File: config.mk
export PLATFORM = sky130hd
export DESIGN_NAME = seg7_scan
export DESIGN_NICKNAME = d
export VERILOG_FILES = /design/src/rtl/seg7_pkg.sv /design/src/rtl/seg7_glyph.sv /design/src/rtl/seg7_scan.sv
export SDC_FILE = /design/constraint.sdc
export NUM_CORES = 1
export LEC_CHECK = 0
export BUFFER_PORTS_ARGS = -buffer_cell sky130_fd_sc_hd__buf_2
export CORE_MARGIN = 2
export CORE_UTILIZATION = 30
export CTS_CLUSTER_SIZE = 40
export DETAILED_ROUTE_END_ITERATION = 10
export GPL_TIMING_DRIVEN = 0
export PLACE_DENSITY_LB_ADDON = 0.12
export REMOVE_ABC_BUFFERS = 1
export SYNTH_ARGS = -nofsm -noshare
export SYNTH_HDL_FRONTEND = slang
export SYNTH_HIERARCHICAL = 1
export SYNTH_SLANG_ARGS = --single-unit
File: constraint.sdc
create_clock -name clk -period 5.6 [get_ports clk]
set_input_delay 0.28 -clock clk [delete_from_list [all_inputs] [get_ports clk]]
set_output_delay 0.28 -clock clk [all_outputs]
set_load 0.05 [all_outputs]
File: src/rtl/seg7_pkg.sv
// rtl/seg7_pkg.sv - shared glyph table, segment bit positions and scan states for seg7_scan
package seg7_pkg;

    typedef enum logic {
        SHOW = 1'b0,
        DEAD = 1'b1
    } state_t;

    localparam int SEG_A  = 7;
    localparam int SEG_B  = 6;
    localparam int SEG_C  = 5;
    localparam int SEG_D  = 4;
    localparam int SEG_E  = 3;
    localparam int SEG_F  = 2;
    localparam int SEG_G  = 1;
    localparam int SEG_DP = 0;

    // Entry n is the active-high pattern for hex digit n; dp bit always clear.
    localparam logic [15:0][7:0] GLYPH_TABLE = {
        8'h8E, 8'h9E, 8'h7A, 8'h9C, 8'h3E, 8'hEE, 8'hF6, 8'hFE,
        8'hE0, 8'hBE, 8'hB6, 8'h66, 8'hF2, 8'hDA, 8'h60, 8'hFC
    };

    function automatic logic [7:0] glyph_of(input logic [3:0] nib);
        return GLYPH_TABLE[nib];
    endfunction

endpackage

File: src/rtl/seg7_glyph.sv
// rtl/seg7_glyph.sv - combinational hex nibble to seven-segment glyph lookup
module seg7_glyph
    import seg7_pkg::*;
(
    input  logic [3:0] digit,
    output logic [7:0] glyph
);

    always_comb begin
        glyph = glyph_of(digit);
    end

endmodule

File: src/rtl/seg7_scan.sv
// rtl/seg7_scan.sv - multiplexed N-digit seven-segment scanner with frame-aligned commit
// Optional SEG7_LZ_BLANK_EN: leading-zero digits keep their anode but show only dp.
module seg7_scan
    import seg7_pkg::*;
#(
    parameter int DIGITS      = 4,
    parameter int REFRESH_DIV = 50000,
    parameter int DEAD_CYCLES = 2,
    parameter int ACTIVE_LOW  = 0
) (
    input  logic                clk,
    input  logic                rst,
    input  logic [4*DIGITS-1:0] value,
    input  logic [DIGITS-1:0]   dp_in,
    input  logic                load,
    input  logic                blank,
    output logic [7:0]          seg,
    output logic [DIGITS-1:0]   an,
    output logic                frame
);

    localparam int IW = (DIGITS > 1) ? $clog2(DIGITS) : 1;
    localparam int PW = (REFRESH_DIV > 1) ? $clog2(REFRESH_DIV) : 1;
    localparam int DW = (DEAD_CYCLES > 1) ? $clog2(DEAD_CYCLES) : 1;

    localparam logic [IW-1:0]     IDX_LAST  = IW'(DIGITS - 1);
    localparam logic [PW-1:0]     PRE_LAST  = PW'(REFRESH_DIV - 1);
    localparam logic [DW-1:0]     DEAD_LAST = DW'((DEAD_CYCLES > 0) ? DEAD_CYCLES - 1 : 0);
    localparam logic [7:0]        SEG_OFF   = (ACTIVE_LOW != 0) ? 8'hFF : 8'h00;
    localparam logic [DIGITS-1:0] AN_OFF    = (ACTIVE_LOW != 0) ? {DIGITS{1'b1}} : '0;

    state_t              state, state_n;
    logic [IW-1:0]       idx, idx_n, idx_inc;
    logic [PW-1:0]       presc, presc_n;
    logic [DW-1:0]       dead_cnt, dead_n;
    logic [4*DIGITS-1:0] pend_val, disp_val, disp_val_n;
    logic [DIGITS-1:0]   pend_dp, disp_dp, disp_dp_n;
    logic                pend;
    logic                entering, frame_n, commit;
    logic [3:0]          digit_n;
    logic                dp_sel, lz;
    logic [7:0]          glyph_seg, seg_raw, seg_n;
    logic [DIGITS-1:0]   an_raw, an_n;
`ifdef SEG7_LZ_BLANK_EN
    logic                hi_zero;
`endif

    always_ff @(posedge clk or posedge rst) begin
        if (rst) begin
            state    <= DEAD;
            idx      <= IDX_LAST;
            presc    <= '0;
            dead_cnt <= '0;
            pend_val <= '0;
            pend_dp  <= '0;
            pend     <= 1'b0;
            disp_val <= '0;
            disp_dp  <= '0;
            seg      <= SEG_OFF;
            an       <= AN_OFF;
            frame    <= 1'b0;
        end else begin
            state    <= state_n;
            idx      <= idx_n;
            presc    <= presc_n;
            dead_cnt <= dead_n;
            disp_val <= disp_val_n;
            disp_dp  <= disp_dp_n;
            seg      <= seg_n;
            an       <= an_n;
            frame    <= frame_n;
            if (load) begin
                pend_val <= value;
                pend_dp  <= dp_in;
            end
            // A load on the commit edge re-arms pend for the following frame.
            if (load) begin
                pend <= 1'b1;
            end else if (commit) begin
                pend <= 1'b0;
            end
        end
    end

    always_comb begin
        state_n  = state;
        idx_n    = idx;
        presc_n  = presc;
        dead_n   = dead_cnt;
        entering = 1'b0;
        idx_inc  = (idx == IDX_LAST) ? '0 : idx + IW'(1);
        case (state)
            SHOW: begin
                if (presc == PRE_LAST) begin
                    presc_n = '0;
                    if (DEAD_CYCLES == 0) begin
                        idx_n    = idx_inc;
                        entering = 1'b1;
                    end else begin
                        state_n = DEAD;
                    end
                end else begin
                    presc_n = presc + PW'(1);
                end
            end
            DEAD: begin
                if (DEAD_CYCLES == 0 || dead_cnt == DEAD_LAST) begin
                    dead_n   = '0;
                    state_n  = SHOW;
                    idx_n    = idx_inc;
                    entering = 1'b1;
                end else begin
                    dead_n = dead_cnt + DW'(1);
                end
            end
            default: state_n = DEAD;
        endcase

        frame_n    = entering && (idx_n == '0);
        commit     = frame_n && pend;
        disp_val_n = commit ? pend_val : disp_val;
        disp_dp_n  = commit ? pend_dp : disp_dp;
    end

    // Outputs are built from next-cycle state so they land on the same edge.
    always_comb begin
        digit_n = 4'h0;
        dp_sel  = 1'b0;
        for (int i = 0; i < DIGITS; i++) begin
            if (IW'(i) == idx_n) begin
                digit_n = disp_val_n[4*i +: 4];
                dp_sel  = disp_dp_n[i];
            end
        end
        lz = 1'b0;
`ifdef SEG7_LZ_BLANK_EN
        hi_zero = 1'b1;
        for (int i = DIGITS - 1; i > 0; i--) begin
            hi_zero = hi_zero & (disp_val_n[4*i +: 4] == 4'h0);
            if (IW'(i) == idx_n) begin
                lz = hi_zero;
            end
        end
`endif
    end

    seg7_glyph glyph_u (
        .digit (digit_n),
        .glyph (glyph_seg)
    );

    always_comb begin
        seg_raw = 8'h00;
        an_raw  = '0;
        if (state_n == SHOW && !blank) begin
            seg_raw         = lz ? 8'h00 : glyph_seg;
            seg_raw[SEG_DP] = dp_sel;
            an_raw          = DIGITS'(1) << idx_n;
        end
        seg_n = (ACTIVE_LOW != 0) ? ~seg_raw : seg_raw;
        an_n  = (ACTIVE_LOW != 0) ? ~an_raw : an_raw;
    end

endmodule

; Yosys cells after proc, flatten, opt, wreduce, memory -nomap -nowiden
; Memories as Yosys holds them, arrays and structs flattened.
; Index checks and enable logic that the tools add are counted.
[totals]
register_bits = 74
romBits = 128
output_inout_bits = 13
elab_cells = 56
n_memories = 1
[mem_list]
columns = name, words, word_bits, read_ports, rd_ports_with_merged_regs, write_ports, line_no
row1 = (name not given), 16, 8, 1, 0, 0, seg7_pkg.sv:25  ; return GLYPH_TABLE[nib];
[classes]
n_addsub = 3
order_cmp = 1
eq_ne = 5
shifts = 1
mux = 25
bitwise = 2
n_reduce_logical = 6
[op_table]
columns = cell, n
row1 = 16-bit two-way mux, 2
row2 = 4-bit two-way mux, 6
row3 = 16-bit by 1-bit adder with 16-bit output (second input constant), 1
row4 = 16-bit == test (second input constant), 1
row5 = 8-bit two-way mux, 2
row6 = 1-bit two-way mux, 11
row7 = 2-bit two-way mux, 3
row8 = 4-bit by 5-bit less-than comparator with 1-bit output (second input constant), 1
row9 = 2-bit == test (first input constant), 2
row10 = 1-bit by 2-bit << shifter with 4-bit output (first input constant), 1
row11 = 1-bit logical AND, 3
row12 = 2-bit by 1-bit adder with 2-bit output (second input constant), 1
row13 = 1-bit by 2-bit == test with 1-bit output (first input constant), 1
row14 = 2-bit == test (second input constant), 1
row15 = 2-bit logical NOT, 1
row16 = 1-bit NOT, 2
row17 = 1-bit case mux with 2 select lines, 1
row18 = 2-bit nonzero test, 1
row19 = 1-bit adder (second input constant), 1
row20 = 1-bit logical NOT, 1

; Depth between registers and ports, before layout
; Gate-level depths: netlist of run 1.
[logic_depth]
depth_word = 15
depth_mapped = 12

; Modules after synthesis
; The synthesis of run 1 kept the hierarchy.
[modules_own_cells]
columns = module, n_inst, cells_each, area_per_inst_um2
row1 = seg7_scan, 1, 225, 3106.7
row2 = seg7_glyph, 1, 35, 299.0

; Worst setup path before layout of run 1
; No wires, ideal clock.
[synth_timing]
path_type = flip-flop to flip-flop
start = register idx[1]
end = register seg[4]
setup_time_ns = 0.119
t_arrival_ns = 3.230
required_time_ns = 5.481
setup_slack_ns = 2.251
stages_incl_launch_ff = 12
path_buffers = 1
synth_period_minus_slack_ns = 3.349
cell_sequence = dfstp_2 ha_1 nor4_4 buf_4 mux4_2 nand2_1 o21ai_0 inv_1 ha_1 inv_1 mux4_1 and2_1
[synth_via]
elab_chain_len = 15
elab_cells_between_ends = 19
[synth_lines]
columns = item, line_no
row1 = "start, declared", seg7_scan.sv:33  ; logic [IW-1:0] idx, idx_n, idx_inc;
row2 = "start signal, assigned", seg7_scan.sv:64  ; idx <= idx_n;
row3 = 2-bit by 1-bit adder with 2-bit output / 2-bit == test (equally long branches), seg7_scan.sv:91  ; idx_inc = (idx == IDX_LAST) ? '0 : idx + IW'(1);
row4 = 2-bit two-way mux, seg7_scan.sv:91
row5 = 2-bit two-way mux, seg7_scan.sv:107  ; if (DEAD_CYCLES == 0 || dead_cnt == DEAD_LAST) begin
row6 = 2-bit two-way mux (*), seg7_scan.sv:92  ; case (state)
row7 = 2-bit logical NOT, "seg7_scan.sv:119, seg7_scan.sv:130"
row8 = 1-bit logical AND, seg7_scan.sv:119  ; frame_n = entering && (idx_n == '0);
row9 = 1-bit logical AND, seg7_scan.sv:120  ; commit = frame_n && pend;
row10 = 16-bit two-way mux, seg7_scan.sv:121  ; disp_val_n = commit ? pend_val : disp_val;
row11 = 4-bit two-way mux (3 in series), seg7_scan.sv:130  ; if (IW'(i) == idx_n) begin
row12 = 4-bit two-way mux (*), seg7_scan.sv:130
row13 = named net digit_n[1], seg7_scan.sv:40  ; logic [3:0] digit_n;
row14 = memory 16 x 8 bit (*), --
row15 = 8-bit two-way mux (implied by the code) (*), seg7_pkg.sv:25
row16 = named net glyph_seg[4], seg7_scan.sv:42  ; logic [7:0] glyph_seg, seg_raw, seg_n;
row17 = 8-bit two-way mux (*), seg7_scan.sv:155  ; if (state_n == SHOW && !blank) begin
row18 = named net seg_n[4], seg7_scan.sv:42
row19 = "end signal, assigned", seg7_scan.sv:69  ; seg <= seg_n;
row20 = "end, declared", seg7_scan.sv:17  ; output logic [7:0] seg,
; Mark *: on every way through the listed nets, which the timed path passes. The rest lies on a longest branch. The select of a mux whose other input is x is not followed.
; A chain may end at the register's enable or synchronous reset.

; Worst setup path after layout of run 1
[layout_timing]
start = register idx[0]
end = register seg[4]
; Same word-level chain as after synthesis.

==> summary.txt, run 1 <==
Timing
  – Max Freq: approximately 250 MHz
  – Pins over their slew limit: 0
  – Clock skew: between 0.007 and 0.008 ns
  – Fin. Hold Viols: 0
  – Final Setup Violations: 0
  – Worst Tran Pin Value: 0.877 ns
  – RSZ-0062 raised after global routing: no
  – Period utilisation layout: 70.4%
  – Fin crit period: 3.94 ns
  – Post-route setup slack: roughly 1.7 ns
  – TNS Setup: 0 ns
  – Rel. slew slack: 39.9%

Placement
  – Post-place setup slack: 1.60 ns
  – Routability Congestion: between 0.6 and 0.7
  – Buffers on Ports: 36
  – Post-DP HPWL: ~4200 um

Pwr
  – Net Sw Power: between 200 and 300 uW
  – Peak supply drop: between 100 and 150 uV
  – Seq pwr share: 46.8%
  – Switching Share: 21.9%
  – Clock power frac: 48.6%
  – LEAKAGE: between 0.0015 and 0.002 uW
  – Combinational share of power: under 10%
  – Internal power: 935 uW
  – Power Density: around 300 nW/um^2

Cells and area
  – Most frequent cells in the layout: dfrtp_1, mux2_2, buf_2
  – Area Growth Syn to Fin: 19.7%
  – Layout Nets: 335
  – Commonest non-fill, non-tap cell in the layout: dfrtp_1
  – N_diodes: 0
  – Fill cell count: 1102
  – Layout cell share with drive strength beyond 1: 38.1%

Run status
  – Status: finished, final reports clean

Synthesis
  – Synthesis Warnings: 6
  – Cell area after synthesis: 3390 um^2
  – Post-Syn Area per Cell: 13.2 um^2
  – Cells after Synth: 258

Clock network
  – # H-tree levels: 3
  – Clock Tree Buf Depth: 2
  – CTS tree: done
  – Clock root buffer: clkbuf_16
  – Hold_buf cts: 1
  – Worst-path clk slew: around 0.06 ns
  – # Post-CTS Setup Buffers: 0
  – CTS resizes: 0
  – Inserted Clock Buffers: 9
  – Clk sinks: 74
  – Clk Latency, worst-skew pair: 0.33 ns

GRT
  – Initial antenna violation count: 0
  – Total GRT Usage: 11.2%
  – GR Overflow Total: 0
  – Largest net degree at the start of global routing: 41
  – Number of global-route vias before repair: 2093
  – First-pass GRT wire length: 10200 um

Worst setup path
  – Worst Path Max Fanout: 10
  – Worst reg-to-reg path cell count: 12
  – Worst endpoint data arrival time: 4.16 ns
  – Crit Path Class: reg -> reg
  – Worst r2r src: idx[0]
  – WP data required: ~5.8 ns
  – RR Endpoint: seg[4]
  – Flop2flop setup slack: 1.66 ns
  – CP Capture Type: register
  – Setup crit start kind: register

Die
  – Initial core utilization: 31.0%
  – Die area: 12200 um^2
  – I/O pin count: 37
  – Chip height: 110 um
  – Row count: 38
  – Chip width: 110 um
  – Core box area: ~11000 um^2

Routing
  – Vias: 2038
  – DR WL/cell: 13.6 um
  – DRC: 0
  – Antenna violation net count after detailed routing: 0
  – Iteration-0 DRC Markers: 50
  – DRT Wirelength: a little over 6000 um
  – Vias/cell: 4.56
  – Drt first pass iters: 4

Min path
  – HP Start: value[8]
  – Hold crit path type: in -> reg
  – Worst Hold Path EP: pend_val[8]
  – Hold depth: 2

Run
  – Max capacitance violation total: 0
critical path, cell delays in order, from the launching register on:
cell and delay, ns:
dfstp_2 0.55, ha_1 0.30, nor4_4 0.60, buf_6 0.23
buf_6 0.17, mux4_2 0.50, nand2_1 0.07, o21ai_0 0.25
inv_1 0.23, ha_1 0.25, inv_1 0.06, mux4_1 0.47
and2_1 0.15
stage by stage:
step / cells / cell area, um^2 / utilization (%) / hold slack [ns] / power [uW]
after floorplan: 250 / 3340 / - / 0.394 / 603
after global placement: 426 / 3700 / 33.8 / 0.482 / 625
after detailed placement: 430 / 3750 / 34.3 / 0.336 / 628
after CTS: 447 / 4060 / 37.2 / 0.168 / 1230
after global routing: 447 / 4060 / 37.2 / 0.175 / 1250
final: 447 / 4060 / 37.2 / 0.179 / 1200
power groups by stage:
| stage | Clock [uW] | Sequential [uW] | Combinational (uW) |
|---|---|---|---|
| 2_1_floorplan | 0 | 577 | 26.0 |
| 5_1_grt | 625 | 563 | 61.9 |
| 4_1_cts | 607 | 561 | 57.4 |
| 6_report | 582 | 561 | 55.1 |
| 3_5_place_dp | 0 | 571 | 56.7 |
| 3_3_place_gp | 0 | 571 | 53.9 |
worst max-delay path by stage:
stage / from / endpoint
final: idx[0] / seg[4]
after global routing: idx[1] / seg[4]
after CTS: idx[0] / seg[4]
after detailed placement: idx[0] / seg[4]
after global placement: idx[0] / seg[4]
after floorplan: idx[1] / seg[4]
state kept, by name, summed over array words and instances, names as in the netlist:
name	cells
pend_val	16
frame	1
an	4
seg	8
state	1
presc	16
dead_cnt	1
idx	2
disp_dp	4
pend_dp	4
pend	1
disp_val	16
cell type report:
class | count | area, um^2 | share of cell area, %
clock buffer | 11 | 243 | 5.97
clock inverter | 5 | 62.6 | 1.54
inverter | 9 | 36.3 | 0.893
multi-input combinational | 167 | 1450 | 35.7
sequential | 74 | 1860 | 45.7
tap | 140 | 175 | 4.31
timing repair buffer | 41 | 240 | 5.91
metal layers:
metal | routed length, um | global-route usage [%]
met1 | 3000 | 15.1
met2 | 2750 | 16.7
met3 | 233 | 3.06
met4 | 80 | 5.36
met5 | 0 | 0
(Power assumes the default switching activity.)
==> run 2: changes to the inputs <==
==> constraint.sdc (replaced) <==
create_clock -name clk -period 3.8 [get_ports clk]
set_input_delay 0.19 -clock clk [delete_from_list [all_inputs] [get_ports clk]]
set_output_delay 0.19 -clock clk [all_outputs]
set_load 0.05 [all_outputs]
==> summary.txt, run 2 (synthesis gave the netlist of run 1 again) <==
Run status
  – Status: finished, final reports clean

Cells and area
  – Layout Nets: 336 (+0.30%)
  – Most frequent cells in the layout: dfrtp_1, mux2_2, buf_2
  – Fill cell count: 1105 (+0.27%)
  – N_diodes: 0 (unchanged)
  – Area Growth Syn to Fin: 19.9%
  – Sequential cell area: 1860 um^2 (unchanged)
  – Area of the multi-input gates: 1450 um^2 (unchanged)
  – Commonest non-fill, non-tap cell in the layout: dfrtp_1
  – Finished Cell Area: 4070 um^2 (+0.18%)
  – Post-Route Utilization: 37.2% (+0.069 points)
  – Non-filler cells in the finished layout: 448 (+0.22%)
  – Layout cell share with drive strength beyond 1: 38.3% (+0.20 points)
  – Largest registers: disp_val (16), pend_val (16), presc (16)

Die
  – I/O pin count: 37 (unchanged)
  – Initial core utilization: 31.0% (unchanged)
  – Core box area: 10900 um^2 (unchanged)
  – Die area: 12200 um^2 (unchanged)
  – Chip width: 110 um (unchanged)
  – Chip height: 110 um (unchanged)
  – Row count: 38 (unchanged)

GRT
  – Total GRT Usage: 11.3% (+0.025 points)
  – First-pass GRT wire length: 10300 um (+0.20%)
  – Largest net degree at the start of global routing: 41 (unchanged)
  – GR Overflow Total: 0 (unchanged)
  – Number of global-route vias before repair: 2106 (+0.62%)
  – Initial antenna violation count: 0 (unchanged)

Clock network
  – # H-tree levels: 3 (unchanged)
  – Worst-path clk slew: 0.06 ns (about the same)
  – CTS tree: done
  – Clock Tree Buf Depth: 2 (unchanged)
  – Clock root buffer: clkbuf_16
  – Inserted Clock Buffers: 9 (unchanged)
  – Clk Latency, worst-skew pair: 0.33 ns (about the same)
  – Clk sinks: 74 (unchanged)

Pwr
  – Power Density: 433 nW/um^2 (+47%)
  – Internal power: 1380 uW (+47%)
  – Overall power: 1760 uW (+47%)
  – LEAKAGE: 0.00183 uW (+0.24%)
  – Clock power frac: 48.6% (about the same)
  – Seq pwr share: 46.8% (about the same)
  – Switching Share: 21.9% (about the same)
  – Combinational share of power: 4.6% (about the same)
  – Net Sw Power: 386 uW (+47%)
  – Peak supply drop: 215 uV (+47%)

Routing
  – Vias/cell: 4.54 (-0.32%)
  – DR WL/cell: 13.5 um (-0.42%)
  – Antenna violation net count after detailed routing: 0 (unchanged)
  – Vias: 2036 (-0.098%)
  – Iteration-0 DRC Markers: 57 (+14%)
  – DRT Wirelength: 6060 um (-0.20%)
  – Drt first pass iters: 4 (unchanged)
  – DRC: 0 (unchanged)

Placement
  – Post-DP HPWL: 4210 um (unchanged)
  – Placed instance area: 3750 um^2 (unchanged)
  – Buffers on Ports: 36 (unchanged)
  – Routability Congestion: 0.682 (unchanged)
  – Placed cells: 430 (unchanged)
  – Post-place setup slack: -0.200 ns (-1.80 ns)

Worst setup path
  – Worst reg-to-reg path cell count: 12 (unchanged)
  – CP Capture Type: register
  – Worst r2r src: idx[0]
  – Worst endpoint data arrival time: 3.73 ns (-0.43 ns)
  – WP data required: 4.01 ns (-1.80 ns)
  – Crit Path Class: reg -> reg
  – Worst Path Max Fanout: 10 (unchanged)
  – RR Endpoint: seg[4]
  – Flop2flop setup slack: 0.28 ns (-1.38 ns)
  – Setup crit start kind: register

Timing
  – Fin crit period: 3.52 ns (-0.424 ns)
  – Max Freq: 284 MHz (+12%)
  – Pins over their slew limit: 0 (unchanged)
  – Rel. slew slack: 38.9% (-1.0 points)
  – Post-route setup slack: 0.281 ns (-1.38 ns)
  – Fin. Hold Viols: 0 (unchanged)
  – Final Setup Violations: 0 (unchanged)
  – RSZ-0062 raised after global routing: no
  – Worst Tran Pin Value: 0.891 ns (+0.0147 ns)
  – Period utilisation layout: 92.6% (+22 points)
  – Clock skew: 0.00766 ns (+0.0000736 ns)

Min path
  – HP Start: value[8]
  – Worst Hold Path EP: pend_val[8]
  – Hold crit path type: in -> reg
  – Hold depth: 2 (unchanged)

Run
  – Max capacitance violation total: 0 (unchanged)
## run 2: changes by cell type in the layout (fill, tap and decap cells not counted), sizes merged
cell / previous run / this run
buf: 40 / 41
## run 2: stage by stage
step | hold WS [ns] | setup TNS, ns
global route | 0.0854 | 0
CTS | 0.0782 | 0
floorplan | 0.304 | -0.433
global placement | 0.421 | -6.38
finish | 0.0898 | 0
detailed placement | 0.246 | -0.215
## run 2: worst max-delay path by stage
stage           start     end  slack (ns)  depth (start not counted)
6_report       idx[0]  seg[4]        0.28                         12
5_1_grt        idx[1]  seg[4]        0.03                         12
4_1_cts        idx[0]  seg[4]        0.14                         12
3_5_place_dp   idx[0]  seg[4]       -0.20                         12
3_3_place_gp   idx[0]  seg[4]       -1.10                          7
2_1_floorplan  idx[1]  seg[4]       -0.24                          7
## run 2: layout make-up
| type | count | share of cell area [%] |
|---|---|---|
| clock inverter | 5 | 1.54 |
| inverter | 9 | 0.891 |
| multi-input combinational | 167 | 35.6 |
| sequential | 74 | 45.6 |
| timing repair buffer | 42 | 6.08 |
| tap | 140 | 4.30 |
| clock buffer | 11 | 5.96 |
## run 2: critical path, stage by stage, from the launching register on
cell and delay (ns):
dfstp_2 0.55, ha_1 0.30, nor4_4 0.32, buf_6 0.19, buf_6 0.16, mux4_2 0.50
nand2_1 0.07, o21ai_1 0.17, inv_1 0.20, ha_1 0.25, inv_1 0.06, mux4_1 0.47
and2_1 0.15
## run 2: what timing repair did
action | CTS | global route
pin swaps | 1 | 0
setup endpoints to repair | 2 | 1
resized for setup | 0 | 2
hold endpoints to repair | 33 | 0
hold buffers | 1 | 0
setup buffers | 1 | 0
## run 2: routing by layer
metal	global-route usage (%)	wire length, um	vias to the layer above	share of wire (%)
met1	15.1	2970	1003	49
met3	3.06	223	6	3.7
li1	-	-	994	-
met4	5.36	94	0	1.6
met2	16.9	2760	33	46
met5	0	0	-	0
## run 2: power by group through the flow
stage                     Sequential (uW)  Combinational [uW]  Clock [uW]
after CTS                             827                84.5         894
after global routing                  830                91.2         922
after floorplan                       850                38.3           0
after global placement                841                79.5           0
final                                 827                81.1         857
after detailed placement              841                83.6           0
